<file path="config.mk">
export PLATFORM = sky130hd
export DESIGN_NAME = gps_iq_collector
export DESIGN_NICKNAME = d
export VERILOG_FILES = /design/src/rtl/gps_iq_collector.sv
export SDC_FILE = /design/constraint.sdc
export NUM_CORES = 1
export LEC_CHECK = 0
export ABC_AREA = 1
export CAP_MARGIN = 15
export CORE_MARGIN = 4
export CORE_UTILIZATION = 50
export CTS_BUF_LIST = sky130_fd_sc_hd__clkbuf_8
export CTS_CLUSTER_SIZE = 40
export DETAILED_ROUTE_END_ITERATION = 12
export DONT_BUFFER_PORTS = 1
export SLEW_MARGIN = 20
export SYNTH_ARGS = -nofsm -noshare
export SYNTH_HDL_FRONTEND = slang
export SYNTH_SLANG_ARGS = --single-unit
</file>
<file path="constraint.sdc">
create_clock -name clk -period 8.82 [get_ports clk]
set_clock_uncertainty 0.2 [all_clocks]
set_input_delay 1.764 -clock clk [delete_from_list [all_inputs] [get_ports clk]]
set_output_delay 1.764 -clock clk [all_outputs]
set_load 0.01 [all_outputs]
</file>
<file path="src/rtl/gps_iq_collector.sv">
// Collects serial IQ accumulator dumps from GPS correlator channels and presents each
// INTEG_BITS-wide field as a parallel word on a valid/ready port, round-robin over channels.
module gps_iq_collector #(
  parameter int unsigned NCHAN      = 12,
  parameter int unsigned INTEG_BITS = 20,
  parameter int unsigned E1B        = 0,
  localparam int unsigned NFIELDS   = (E1B != 0) ? 12 : 6,
  localparam int unsigned CW        = (NCHAN > 1) ? $clog2(NCHAN) : 1,
  localparam int unsigned FW        = $clog2(NFIELDS)
) (
  input  logic                  clk,
  input  logic                  rst_n,
  input  logic [NCHAN-1:0]      epoch,
  input  logic [NCHAN-1:0]      sout,
  output logic [NCHAN-1:0]      shift,
  output logic                  rd_valid,
  input  logic                  rd_ready,
  output logic [INTEG_BITS-1:0] rd_data,
  output logic [CW-1:0]         rd_chan,
  output logic [FW-1:0]         rd_field,
  output logic                  rd_last,
  output logic                  rd_ovf,
  output logic [NCHAN-1:0]      missed,
  input  logic                  clr_missed
);

  localparam int unsigned BW = (INTEG_BITS > 1) ? $clog2(INTEG_BITS) : 1;
  localparam logic [BW-1:0] BitLast   = BW'(INTEG_BITS - 1);
  localparam logic [FW-1:0] FieldLast = FW'(NFIELDS - 1);
  localparam logic [CW-1:0] ChanLast  = CW'(NCHAN - 1);

  typedef enum logic [1:0] {StIdle, StShift, StOut} state_e;

  state_e                state_q, state_d;
  logic [CW-1:0]         sel_q, sel_d;
  logic [CW-1:0]         rr_q, rr_d;
  logic [BW-1:0]         bit_cnt_q, bit_cnt_d;
  logic [FW-1:0]         field_q, field_d;
  logic [INTEG_BITS-1:0] word_q, word_d;
  logic                  ovf_q, ovf_d;
  logic [NCHAN-1:0]      pending_q, pending_d;
  logic [NCHAN-1:0]      missed_q, missed_d;
  logic [NCHAN-1:0]      shift_q, shift_d;
  logic [NCHAN-1:0]      clr_pend;

  logic          found;
  logic [CW-1:0] pick;
  int unsigned   idx;

  // Round-robin search: first pending channel at or after rr, wrapping.
  always_comb begin
    found = 1'b0;
    pick  = '0;
    idx   = 0;
    for (int unsigned k = 0; k < NCHAN; k++) begin
      idx = (32'(rr_q) + k) % NCHAN;
      if (!found && pending_q[idx[CW-1:0]]) begin
        found = 1'b1;
        pick  = idx[CW-1:0];
      end
    end
  end

  always_comb begin
    state_d   = state_q;
    sel_d     = sel_q;
    rr_d      = rr_q;
    bit_cnt_d = bit_cnt_q;
    field_d   = field_q;
    word_d    = word_q;
    ovf_d     = ovf_q;
    shift_d   = '0;
    clr_pend  = '0;

    unique case (state_q)
      StIdle: begin
        if (found) begin
          sel_d          = pick;
          clr_pend[pick] = 1'b1;
          ovf_d          = 1'b0;
          bit_cnt_d      = '0;
          field_d        = '0;
          rr_d           = (pick == ChanLast) ? '0 : pick + CW'(1);
          shift_d[pick]  = 1'b1;
          state_d        = StShift;
        end
      end
      StShift: begin
        word_d = {word_q[INTEG_BITS-2:0], sout[sel_q]};
        if (bit_cnt_q == BitLast) begin
          state_d = StOut;
        end else begin
          bit_cnt_d = bit_cnt_q + BW'(1);
          shift_d   = shift_q;
        end
      end
      StOut: begin
        if (rd_ready) begin
          if (field_q == FieldLast) begin
            state_d = StIdle;
          end else begin
            field_d        = field_q + FW'(1);
            bit_cnt_d      = '0;
            shift_d[sel_q] = 1'b1;
            state_d        = StShift;
          end
        end
      end
      default: state_d = StIdle;
    endcase

    // A new epoch on the channel being read reloads its register mid-dump.
    if (state_q != StIdle && epoch[sel_q]) begin
      ovf_d = 1'b1;
    end

    pending_d = (pending_q & ~clr_pend) | epoch;
    missed_d  = (clr_missed ? '0 : missed_q) | (epoch & pending_q);
  end

  always_ff @(posedge clk) begin
    if (!rst_n) begin
      state_q   <= StIdle;
      sel_q     <= '0;
      rr_q      <= '0;
      bit_cnt_q <= '0;
      field_q   <= '0;
      word_q    <= '0;
      ovf_q     <= 1'b0;
      pending_q <= '0;
      missed_q  <= '0;
      shift_q   <= '0;
    end else begin
      state_q   <= state_d;
      sel_q     <= sel_d;
      rr_q      <= rr_d;
      bit_cnt_q <= bit_cnt_d;
      field_q   <= field_d;
      word_q    <= word_d;
      ovf_q     <= ovf_d;
      pending_q <= pending_d;
      missed_q  <= missed_d;
      shift_q   <= shift_d;
    end
  end

  assign shift    = shift_q;
  assign rd_valid = (state_q == StOut);
  assign rd_data  = word_q;
  assign rd_chan  = sel_q;
  assign rd_field = field_q;
  assign rd_last  = rd_valid && (field_q == FieldLast);
  assign rd_ovf   = rd_valid && ovf_q;
  assign missed   = missed_q;

endmodule
</file>
==> results.sh <==
export IMPL_outcome="finished clean"
export IMPL_power_leakage_nw=3.20
export IMPL_core_area_um2=11600
export IMPL_numPortBuffers=0
export IMPL_max_freq_ghz=0.186
export IMPL_seq_area_frac_synth=0.251
export IMPL_insertion_delay_ns=0.34
export IMPL_vias_per_cell=5.48
export IMPL_grt_max_degree=43
export IMPL_maxCapViolations=0
export IMPL_drtIter0Drc=322
export IMPL_ys_ff_latch=75
export IMPL_drive_gt1_frac=0.0771
export IMPL_place_congestion=1.02
export IMPL_cts_setup_buffers=0
export IMPL_rsz0062_at_grt="false"
export IMPL_critPathMostFrequentCell="nand2_1"
export IMPL_wl_per_cell_um=15.4
export IMPL_cp_max_fo=18
export IMPL_finalSetupViolCount=0
export IMPL_firstDrtPassIters=5
export IMPL_io_pins=82
export IMPL_placedCellCount=1101
export IMPL_ctsResizeCount=0
export IMPL_initial_utilization=0.516
export IMPL_min_path_type="reg -> reg"
export IMPL_synthTopCellsByArea="dfxtp_1, nand2_1, nand3_1"
export IMPL_hold_buffers=0
export IMPL_die_height_um=117
export IMPL_yosysMostFrequentCell="nand2_1"
export IMPL_dpl_instance_area_um2=6030
export IMPL_grt_pass1_vias=5867
export IMPL_synth_avg_cell_area_um2=6.10
export IMPL_cp_slowest_cell="dfxtp_1"
export IMPL_yosys_top_cells_count="nand2_1, inv_1, nand3_1, nor2_1, dfxtp_1"
export IMPL_yosys_warnings=0
export IMPL_synth_top_area_cell="dfxtp_1"
export IMPL_cp_start_kind="flip-flop"
export IMPL_worstMarginPinSlew_ns=0.996
export IMPL_dieArea_um2=13800
export IMPL_synth_edf_count=0
export IMPL_netlist_area_leader_share=0.251
export IMPL_antenna_found_initial=0
export IMPL_fin_crit_sh=0.608
export IMPL_setup_tns_final_ns=0
export IMPL_cp_slowest_stage_delay_ns=0.73
export IMPL_synthArstFlopShare=0
export IMPL_required_ns=8.85
export IMPL_antenna_diode_count=0
export IMPL_pwr_density_cell_nw_per_um2=389
export IMPL_fp_row_count=39
export IMPL_nets=1036
export IMPL_dp_final_hpwl_um=13800
export IMPL_grt_overflow_total=0
export IMPL_clock_sinks=75
export IMPL_track_usage=0.257
export IMPL_hold_viol=0
export IMPL_layout_setup_ws_ns=3.46
export IMPL_grt_pass1_wl_um=27900
export IMPL_stdcell_count=1116
export IMPL_areaGrowthSynthToFinish_pct=4.07
export IMPL_drc=0
export IMPL_postSynthNetCount=1046
export IMPL_die_w_um=117
export IMPL_finalMaxSlewViolations=0
export IMPL_h_tree_depth=3
export IMPL_syn_area_um2=5970
export IMPL_max_slew_margin=0.335
export IMPL_ys_types=48
export IMPL_clk_pin_slew_ns=0.07
export IMPL_cts_root_buf="clkbuf_8"
export IMPL_finalCriticalPeriod_ns=5.36
export IMPL_synthFlopType="dfxtp_1"
export IMPL_numCtsBuffers=9
export IMPL_arrival_ns=5.40
export IMPL_netlist_instances=979
export IMPL_post_place_ws_ns=3.56
export IMPL_clock_path_buffers=2
export IMPL_final_area_um2=6210
export IMPL_critPathCaptureType="flip-flop"
export IMPL_routed_wirelength_um=17200
export IMPL_vdd_ir_drop_max_mv=0.133
export IMPL_final_antenna_net_count=0
export IMPL_critPathKind="reg -> reg"
export IMPL_cts_tree="done"
export IMPL_fin_util=0.537
export IMPL_vias=6119
## layer usage
layer  GRT usage  vias up  wire (um)
li1            -     3103          -
met1       0.313     2792       7250
met2       0.456      196       8420
met3      0.0519       28       1210
met5           0        -          0
met4      0.0795        0        348
## flip-flops by register name, indices dropped and copies added (netlist names)
signal / cells
rd_data: 20
rr_q: 4
shift: 12
rd_chan: 4
rd_field: 3
missed: 12
ovf_q: 1
bit_cnt_q: 5
pending_q: 12
state_q: 2
## area by class of cell
cell class	instances	area, um^2
clock inverter	3	13.8
clock buffer	12	165
tap	143	179
inverter	153	574
fill	1228	5350
sequential	75	1500
multi-input combinational	728	3760
timing repair buffer	2	15.0
## cell usage in the layout (no fill, tap or decap), drive strengths merged, types with 5 or more instances in the layout
cell type	count
o21ai	69
nor2	108
nand4	9
nor3	5
inv	152
ha	39
clkbuf	12
nand2	283
nand3	121
dfxtp	75
a21oi	50
or2	10
o22ai	9
## worst max-delay path, delay by kind of cell (launching register included)
kind | cells | cell delay, ns
and+or+nand+nor | 22 | 2.59
buffers and inverters | 3 | 0.55
DFF | 1 | 0.73
adders and majority gates | 3 | 0.91
AOI/OAI and AO/OA | 2 | 0.26
## worst paths after layout
| check | start | cells after the start | end | slack (ns) |
|---|---|---|---|---|
| max reg2reg | rr_q[1]$_SDFFE_PN0P_ | 30 | pending_q[11]$_SDFF_PN0_ | 3.46 |
| min reg2reg | pending_q[5]$_SDFF_PN0_ | 2 | pending_q[5]$_SDFF_PN0_ | 0.30 |
| min | pending_q[5]$_SDFF_PN0_ | 2 | pending_q[5]$_SDFF_PN0_ | 0.30 |
| max | rr_q[1]$_SDFFE_PN0P_ | 30 | pending_q[11]$_SDFF_PN0_ | 3.46 |
## per-stage QoR
stage	total power, mW	hold slack [ns]
finish	2.41	0.304
global route	2.67	0.313
CTS	2.41	0.306
detailed placement	2.16	0.297
global placement	2.13	0.284
floorplan	1.77	0.249
## kinds of logic after synthesis
group,Yosys count,synth area share
adder cells (fa/ha/maj),39,0.0817
buffers and inverters,176,0.118
AO/OA/AOI/OAI,143,0.132
AND/OR/NAND/NOR,542,0.411
flip-flops,75,0.251
XOR/XNOR,4,0.00587
## power breakdown
group / internal [mW] / switching [mW] / total, mW / leakage (nW)
Sequential: 0.393 / 0.0904 / 0.484 / 0.617
Combinational: 0.508 / 1.18 / 1.69 / 2.49
Clock: 0.122 / 0.118 / 0.239 / 0.0994
Note: power is estimated with default switching activity, not from simulation.
